File: src/rtl/jtag_tap_param.sv
// IEEE 1149.1-style TAP: 16-state controller, IR_W-bit instruction register,
// internal BYPASS/IDCODE registers and select strobes for external BSR/user chains.
module jtag_tap_param #(
  parameter int          IR_W       = 4,
  parameter logic [31:0] IDCODE_VAL = 32'h1234_5679,
  parameter int          OP_EXTEST  = 0,
  parameter int          OP_SAMPLE  = 1,
  parameter int          OP_IDCODE  = 2,
  parameter int          OP_USER    = 8
) (
  input  logic            TCLK,
  input  logic            TRST,
  input  logic            TMS,
  input  logic            TDI,
  input  logic            bsr_tdo,
  input  logic            user_tdo,
  output logic [3:0]      tap_state,
  output logic [IR_W-1:0] ir_q,
  output logic            capture_dr,
  output logic            shift_dr,
  output logic            update_dr,
  output logic            sel_bsr,
  output logic            sel_user,
  output logic            bsr_mode,
  output logic            tdo,
  output logic            tdo_en
);

  typedef enum logic [3:0] {
    S_TLR   = 4'hF, S_RTI   = 4'hC,
    S_SELDR = 4'h7, S_CAPDR = 4'h6, S_SHDR = 4'h2, S_EX1DR = 4'h1,
    S_PAUDR = 4'h3, S_EX2DR = 4'h0, S_UPDDR = 4'h5,
    S_SELIR = 4'h4, S_CAPIR = 4'hE, S_SHIR = 4'hA, S_EX1IR = 4'h9,
    S_PAUIR = 4'hB, S_EX2IR = 4'h8, S_UPDIR = 4'hD
  } state_t;

  localparam logic [IR_W-1:0] L_EXTEST = IR_W'(OP_EXTEST);
  localparam logic [IR_W-1:0] L_SAMPLE = IR_W'(OP_SAMPLE);
  localparam logic [IR_W-1:0] L_IDCODE = IR_W'(OP_IDCODE);
  localparam logic [IR_W-1:0] L_USER   = IR_W'(OP_USER);
  localparam logic [IR_W-1:0] L_IR_CAP = {{(IR_W-1){1'b0}}, 1'b1};

  state_t            r_state;
  logic [IR_W-1:0]   r_ir_sr;
  logic [IR_W-1:0]   r_ir_q;
  logic [31:0]       r_idcode;
  logic              r_bypass;
  logic              r_tdo;
  logic              r_tdo_en;

  logic w_is_bsr;
  logic w_is_user;
  logic w_sel_id;
  logic w_sel_byp;
  logic w_tdo_nxt;

  // TAP controller state register, advanced by TMS on rising TCLK
  always_ff @(posedge TCLK or negedge TRST) begin
    if (!TRST) begin
      r_state <= S_TLR;
    end else begin
      case (r_state)
        S_TLR:   r_state <= TMS ? S_TLR   : S_RTI;
        S_RTI:   r_state <= TMS ? S_SELDR : S_RTI;
        S_SELDR: r_state <= TMS ? S_SELIR : S_CAPDR;
        S_CAPDR: r_state <= TMS ? S_EX1DR : S_SHDR;
        S_SHDR:  r_state <= TMS ? S_EX1DR : S_SHDR;
        S_EX1DR: r_state <= TMS ? S_UPDDR : S_PAUDR;
        S_PAUDR: r_state <= TMS ? S_EX2DR : S_PAUDR;
        S_EX2DR: r_state <= TMS ? S_UPDDR : S_SHDR;
        S_UPDDR: r_state <= TMS ? S_SELDR : S_RTI;
        S_SELIR: r_state <= TMS ? S_TLR   : S_CAPIR;
        S_CAPIR: r_state <= TMS ? S_EX1IR : S_SHIR;
        S_SHIR:  r_state <= TMS ? S_EX1IR : S_SHIR;
        S_EX1IR: r_state <= TMS ? S_UPDIR : S_PAUIR;
        S_PAUIR: r_state <= TMS ? S_EX2IR : S_PAUIR;
        S_EX2IR: r_state <= TMS ? S_UPDIR : S_SHIR;
        S_UPDIR: r_state <= TMS ? S_SELDR : S_RTI;
        default: r_state <= S_TLR;
      endcase
    end
  end

  // Instruction shift register and the active instruction it updates
  always_ff @(posedge TCLK or negedge TRST) begin
    if (!TRST) begin
      r_ir_sr <= L_IR_CAP;
      r_ir_q  <= L_IDCODE;
    end else begin
      if (r_state == S_CAPIR) begin
        r_ir_sr <= L_IR_CAP;
      end else if (r_state == S_SHIR) begin
        r_ir_sr <= {TDI, r_ir_sr[IR_W-1:1]};
      end else begin
        r_ir_sr <= r_ir_sr;
      end
      if (r_state == S_TLR) begin
        r_ir_q <= L_IDCODE;
      end else if (r_state == S_UPDIR) begin
        r_ir_q <= r_ir_sr;
      end else begin
        r_ir_q <= r_ir_q;
      end
    end
  end

  // Opcode priority: BSR, then user chain, then IDCODE; anything else is BYPASS
  assign w_is_bsr  = (r_ir_q == L_EXTEST) || (r_ir_q == L_SAMPLE);
  assign w_is_user = !w_is_bsr && (r_ir_q == L_USER);
  assign w_sel_id  = !w_is_bsr && !w_is_user && (r_ir_q == L_IDCODE);
  assign w_sel_byp = !w_is_bsr && !w_is_user && !w_sel_id;

  // Internal data registers: IDCODE and BYPASS, each active only when selected
  always_ff @(posedge TCLK or negedge TRST) begin
    if (!TRST) begin
      r_idcode <= IDCODE_VAL;
      r_bypass <= 1'b0;
    end else begin
      if (w_sel_id && r_state == S_CAPDR) begin
        r_idcode <= IDCODE_VAL;
      end else if (w_sel_id && r_state == S_SHDR) begin
        r_idcode <= {TDI, r_idcode[31:1]};
      end else begin
        r_idcode <= r_idcode;
      end
      if (w_sel_byp && r_state == S_CAPDR) begin
        r_bypass <= 1'b0;
      end else if (w_sel_byp && r_state == S_SHDR) begin
        r_bypass <= TDI;
      end else begin
        r_bypass <= r_bypass;
      end
    end
  end

  // Serial output source for the current state
  always_comb begin
    w_tdo_nxt = 1'b0;
    case (r_state)
      S_SHIR: w_tdo_nxt = r_ir_sr[0];
      S_SHDR: begin
        if (w_is_bsr) begin
          w_tdo_nxt = bsr_tdo;
        end else if (w_is_user) begin
          w_tdo_nxt = user_tdo;
        end else if (w_sel_id) begin
          w_tdo_nxt = r_idcode[0];
        end else begin
          w_tdo_nxt = r_bypass;
        end
      end
      default: w_tdo_nxt = 1'b0;
    endcase
  end

  // TDO and its enable launch on falling TCLK so the far end samples mid-cycle
  always_ff @(negedge TCLK or negedge TRST) begin
    if (!TRST) begin
      r_tdo    <= 1'b0;
      r_tdo_en <= 1'b0;
    end else begin
      r_tdo    <= w_tdo_nxt;
      r_tdo_en <= (r_state == S_SHIR) || (r_state == S_SHDR);
    end
  end

  assign tap_state  = r_state;
  assign ir_q       = r_ir_q;
  assign capture_dr = (r_state == S_CAPDR);
  assign shift_dr   = (r_state == S_SHDR);
  assign update_dr  = (r_state == S_UPDDR);
  assign sel_bsr    = w_is_bsr;
  assign sel_user   = w_is_user;
  assign bsr_mode   = (r_ir_q == L_EXTEST);
  assign tdo        = r_tdo;
  assign tdo_en     = r_tdo_en;

endmodule

File: config.mk
export PLATFORM = sky130hd
export DESIGN_NAME = jtag_tap_param
export DESIGN_NICKNAME = d
export VERILOG_FILES = /design/src/rtl/jtag_tap_param.sv
export SDC_FILE = /design/constraint.sdc
export NUM_CORES = 1
export LEC_CHECK = 0
export CORE_UTILIZATION = 56
export DETAILED_ROUTE_END_ITERATION = 12
export MAX_ROUTING_LAYER = met4
export PLACE_DENSITY = 0.87
export REMOVE_ABC_BUFFERS = 1
export SYNTH_ARGS = -nofsm -noshare
export SYNTH_HDL_FRONTEND = slang
export SYNTH_SLANG_ARGS = --single-unit
File: constraint.sdc
create_clock -name TCLK -period 2.01 [get_ports TCLK]
set_input_delay 0.3015 -clock TCLK [delete_from_list [all_inputs] [get_ports TCLK]]
set_output_delay 0.3015 -clock TCLK [all_outputs]
set_load 0.005 [all_outputs]
; Word-level counts from Yosys, hierarchy flattened
; Index checks and enable logic that the tools add are counted.
[classes]
n_eq_ne = 18
n_mux = 25
n_reduce_logical = 22
[ops]
columns = operator, n
row1 = 32-bit two-way mux, 2
row2 = 4-bit one-hot mux with 12 select lines, 1
row3 = "4-bit == test, second input constant", 9
row4 = 4-bit two-way mux, 5
row5 = "4-bit by 3-bit == test with 1-bit output, second input constant", 4
row6 = "4-bit by 2-bit == test with 1-bit output, second input constant", 3
row7 = 2-bit two-way mux, 6
row8 = 3-bit two-way mux, 4
row9 = "4-bit by 1-bit == test with 1-bit output, second input constant", 2
row10 = 1-bit logical AND, 8
row11 = 4-bit logical NOT, 2
row12 = 2-bit nonzero test, 4
row13 = 1-bit two-way mux, 6
row14 = 2-bit OR reduction, 2
row15 = 1-bit logical NOT, 3
row16 = 3-bit OR reduction, 1
row17 = 1-bit logical OR, 2
row18 = 1-bit one-hot mux with 2 select lines, 1
[totals]
register_bits = 47
inputBits = 6
out_inout_bits = 16
wordCells = 72

; Longest topological paths before layout
[logic_depth]
word_depth = 12
mapped_depth = 5
ltp_nobuf = 3

==> metrics.txt <==
# TYPE chip_impl_metric gauge
chip_impl_info{name="status",value="finished with violations"} 1
chip_impl_info{name="violations",value="setup timing"} 1
chip_impl_metric{name="holdBufCountCts",unit=""} 0
chip_impl_metric{name="htree_levels",unit=""} 2
chip_impl_info{name="hold_path_class",value="primary input to asynchronous set/reset pin"} 1
chip_impl_info{name="timing.critical_path.from_type",value="flop"} 1
chip_impl_metric{name="combPwrFrac",unit="%"} 46.0
chip_impl_metric{name="gr-total-overflow",unit=""} 0
chip_impl_metric{name="timing.final.hold_violations",unit=""} 0
chip_impl_metric{name="start_util",unit="%"} 59.69
chip_impl_metric{name="ys_ff_latch",unit=""} 47
chip_impl_info{name="crit_type",value="flop to flop"} 1
chip_impl_metric{name="vdd_drop_max",unit="mV"} 0.9108
chip_impl_metric{name="viasPerCell",unit=""} 5.603
chip_impl_info{name="rsz0062_at_grt",value="yes"} 1
chip_impl_info{name="post-synth-top-count-cell",value="sky130_fd_sc_hd__dfrtp_1"} 1
chip_impl_metric{name="critPathMaxFanout",unit=""} 6
chip_impl_metric{name="drive_above_1_share",unit="%"} 37.24
chip_impl_metric{name="yosys.area.top_type_share",unit="%"} 28.00
chip_impl_metric{name="numPlacedInstances",unit=""} 275
chip_impl_metric{name="synth_enable_flop_cells",unit=""} 0
chip_impl_metric{name="switchingPower",unit="W"} 0.001529
chip_impl_metric{name="grt_start_max_net_pins",unit=""} 46
chip_impl_metric{name="synth_sequential_area_ratio",unit="%"} 53.75
chip_impl_metric{name="power.clock.fraction",unit="%"} 13.6
chip_impl_metric{name="antenna_cells",unit=""} 0
chip_impl_metric{name="per_cell_routed_wire_length",unit="µm"} 15.73
chip_impl_metric{name="number_of_rows_created_at_floorplan",unit=""} 22
chip_impl_info{name="synth_ff_type",value="sky130_fd_sc_hd__dfrtp_1"} 1
chip_impl_info{name="end_kind",value="flop"} 1
chip_impl_metric{name="worst_ep_arrival_time",unit="ns"} 1.37
chip_impl_info{name="root_buffer",value="sky130_fd_sc_hd__clkbuf_8"} 1
chip_impl_metric{name="internal-power",unit="W"} 0.002788
chip_impl_metric{name="timing_worst_slew_pin_value",unit="ns"} 0.5489
chip_impl_metric{name="finalClockSkew",unit="ns"} 0.008798
chip_impl_metric{name="placement.io_buffers",unit=""} 21
chip_impl_metric{name="clk_latency",unit="ns"} 0.30
chip_impl_metric{name="count_of_pins_over_their_slew_limit",unit=""} 0
chip_impl_metric{name="dieArea",unit="µm²"} 4247
chip_impl_metric{name="worstPathRequired",unit="ns"} 1.14
chip_impl_metric{name="cts.path.max_buffers",unit=""} 2
chip_impl_metric{name="vias",unit=""} 1608
chip_impl_metric{name="cts_inserted_buffers",unit=""} 5
chip_impl_metric{name="p_leak",unit="nW"} 1.245
chip_impl_metric{name="power_frac_seq",unit="%"} 40.3
chip_impl_metric{name="drt-pass1-iter-count",unit=""} 4
chip_impl_metric{name="report.final.setup_viol",unit=""} 3
chip_impl_metric{name="vias_in_the_first_global_route",unit=""} 1556
chip_impl_metric{name="finalWorstSetupSlack",unit="ns"} -0.2367
chip_impl_metric{name="clock_sink_count",unit=""} 47
chip_impl_metric{name="power.share.switching",unit="%"} 35.41
chip_impl_metric{name="detailed_place_hpwl",unit="mm"} 2.801
chip_impl_metric{name="finish.net_count",unit=""} 244
chip_impl_metric{name="totalWireLength",unit="mm"} 4.514
chip_impl_info{name="synthTopCellsByArea",value="sky130_fd_sc_hd__dfrtp_1 (28%), sky130_fd_sc_hd__dfstp_2 (24%), sky130_fd_sc_hd__mux2_4 (6.7%), sky130_fd_sc_hd__nor2b_1 (5.6%), sky130_fd_sc_hd__mux2_2 (5.5%)"} 1
chip_impl_metric{name="area.growth.synth_to_final",unit="%"} 22.62
chip_impl_metric{name="path_clk_slew",unit="ns"} 0.09
chip_impl_metric{name="post_synth_inst_count",unit=""} 203
chip_impl_metric{name="groute.usage.overall",unit="%"} 24.64
chip_impl_metric{name="fin_cells",unit=""} 287
chip_impl_metric{name="drc",unit=""} 0
chip_impl_metric{name="ant_nets",unit=""} 0
chip_impl_info{name="cts_tree",value="done"} 1
chip_impl_metric{name="die_w",unit="µm"} 65.17
chip_impl_metric{name="top_level_ports",unit=""} 22
chip_impl_metric{name="finalWeightedCongestion",unit=""} 0.7780
chip_impl_metric{name="asyncSetResetFlopFracSynth",unit="%"} 100.0
chip_impl_metric{name="die_h",unit="µm"} 65.17
chip_impl_metric{name="pwr_dens",unit="nW/µm²"} 1575
chip_impl_metric{name="synth_cell_types",unit=""} 35
chip_impl_metric{name="synth.avg_cell_area",unit="µm²"} 11.01
chip_impl_info{name="yosysTopAreaCell",value="sky130_fd_sc_hd__dfrtp_1"} 1
chip_impl_info{name="synth_common_cells",value="sky130_fd_sc_hd__dfrtp_1 (25), sky130_fd_sc_hd__dfstp_2 (20), sky130_fd_sc_hd__nor2b_1 (20)"} 1
chip_impl_metric{name="synth_area",unit="µm²"} 2235
chip_impl_metric{name="worst_slew_margin_rel",unit="%"} 63.41
chip_impl_metric{name="placeableCoreArea",unit="µm²"} 3744
chip_impl_metric{name="holdWs",unit="ns"} 0.1442
chip_impl_metric{name="first_iter_violations",unit=""} 85
chip_impl_metric{name="antenna_found_initial",unit=""} 0
chip_impl_metric{name="reported_max_cap_violation_count",unit=""} 0
chip_impl_metric{name="grt_first_pass_wirelength",unit="mm"} 7.610
chip_impl_metric{name="ys.warnings.count",unit=""} 0
## area by class of cell
cell class,count,area (µm²)
Clock buffer,7,86.33
Inverter,3,11.26
Clock inverter,1,5.005
Fill cell,260,1003
Tap cell,48,60.06
Multi-Input combinational cell,137,984.7
Sequential cell,47,1204
Timing Repair Buffer,44,389.1
## sequential cells by signal (all words and copies together), names as in the netlist
name and cells:
r_ir_sr 4, ir_q 4, tap_state 4, tdo_en 1, r_bypass 1, r_idcode 32
tdo 1
## routing by layer
metal / vias up / global-route usage (%) / part of all wire, %
met1: 805 / 33.72 / 47
met2: 28 / 37.24 / 49
li1: 773 / - / -
met5: - / - / 0
met4: 0 / 6.522 / 0.60
met3: 2 / 5.729 / 3.0
## logic make-up after synthesis
kind of cell / after synthesis / share of synthesized area, %
simple gates: 67 / 16.85
compound gates: 48 / 12.43
flops: 47 / 53.75
mux: 21 / 12.26
buf+inv: 19 / 4.255
fa+ha+maj: 1 / 0.4479
## placed cells by master, fill, tap and decap left out, types with 3 or more instances in the layout
| master | Yosys | final |
|---|---|---|
| sky130_fd_sc_hd__dfrtp_1 | 25 | 23 |
| sky130_fd_sc_hd__dfstp_2 | 20 | 20 |
| sky130_fd_sc_hd__nor2b_1 | 20 | 19 |
| sky130_fd_sc_hd__buf_4 | 0 | 19 |
| sky130_fd_sc_hd__nor2_1 | 17 | 17 |
| sky130_fd_sc_hd__a21oi_1 | 16 | 15 |
| sky130_fd_sc_hd__a31oi_1 | 14 | 14 |
| sky130_fd_sc_hd__clkdlybuf4s50_1 | 0 | 12 |
| sky130_fd_sc_hd__nand2_1 | 11 | 11 |
| sky130_fd_sc_hd__mux2_2 | 11 | 11 |
| sky130_fd_sc_hd__o21ai_0 | 11 | 10 |
| sky130_fd_sc_hd__mux2_4 | 10 | 10 |
| sky130_fd_sc_hd__clkbuf_8 | 0 | 6 |
| sky130_fd_sc_hd__nand2b_1 | 7 | 5 |
| sky130_fd_sc_hd__dlygate4sd2_1 | 0 | 5 |
| sky130_fd_sc_hd__buf_2 | 7 | 3 |
## final timing paths
path	startpoint	to	slack, ns	cells past startpoint
worst max-delay path	ir_q[3]	tdo	-0.24	3
worst min-delay path	TRST	r_ir_sr[2]	0.14	2
worst max register to register	ir_q[3]	tdo	-0.24	3
worst min register to register	r_ir_sr[0]	r_ir_sr[0]	0.49	2
max in group asynchronous	TRST	tdo	1.18	1
min in group TCLK	r_ir_sr[0]	r_ir_sr[0]	0.49	2
## critical path: stages, from the launching register on
cell and delay, ns:
sky130_fd_sc_hd__dfrtp_2 0.46, sky130_fd_sc_hd__maj3_2 0.36, sky130_fd_sc_hd__o21ai_2 0.15, sky130_fd_sc_hd__a311oi_2 0.11
## per-stage QoR
step	total power (W)	setup TNS (ns)	util [%]	setup slack (ns)	area (µm²)
6_report	0.004317	-0.4192	73.20	-0.2367	2740
5_1_grt	0.004597	-1.254	73.20	-0.2846	2740
4_1_cts	0.004247	-0.3445	72.59	-0.1539	2718
3_5_place_dp	0.003585	-0.7250	68.68	-0.4085	2571
3_3_place_gp	0.003499	-0.6718	68.68	-0.3868	2571
2_1_floorplan	0.002778	-12.70	-	-0.8467	2151
## power by group through the flow
stage | Combinational [W] | Sequential (W) | Clock (W)
CTS | 0.00194 | 0.00172 | 0.000593
global route | 0.00217 | 0.00179 | 0.000634
detailed placement | 0.00187 | 0.00172 | 0
global placement | 0.00180 | 0.00170 | 0
finish | 0.00199 | 0.00174 | 0.000588
floorplan | 0.000957 | 0.00182 | 0
## timing repair
action / 4_1_cts / 5_1_grt
resized for setup: 25 / 6
setup endpoints to repair: 9 / 19
cloned: 0 / 0
buffers inserted: 4 / 0
pin swaps: 3 / 1
Note: power is estimated with default switching activity, not from simulation.
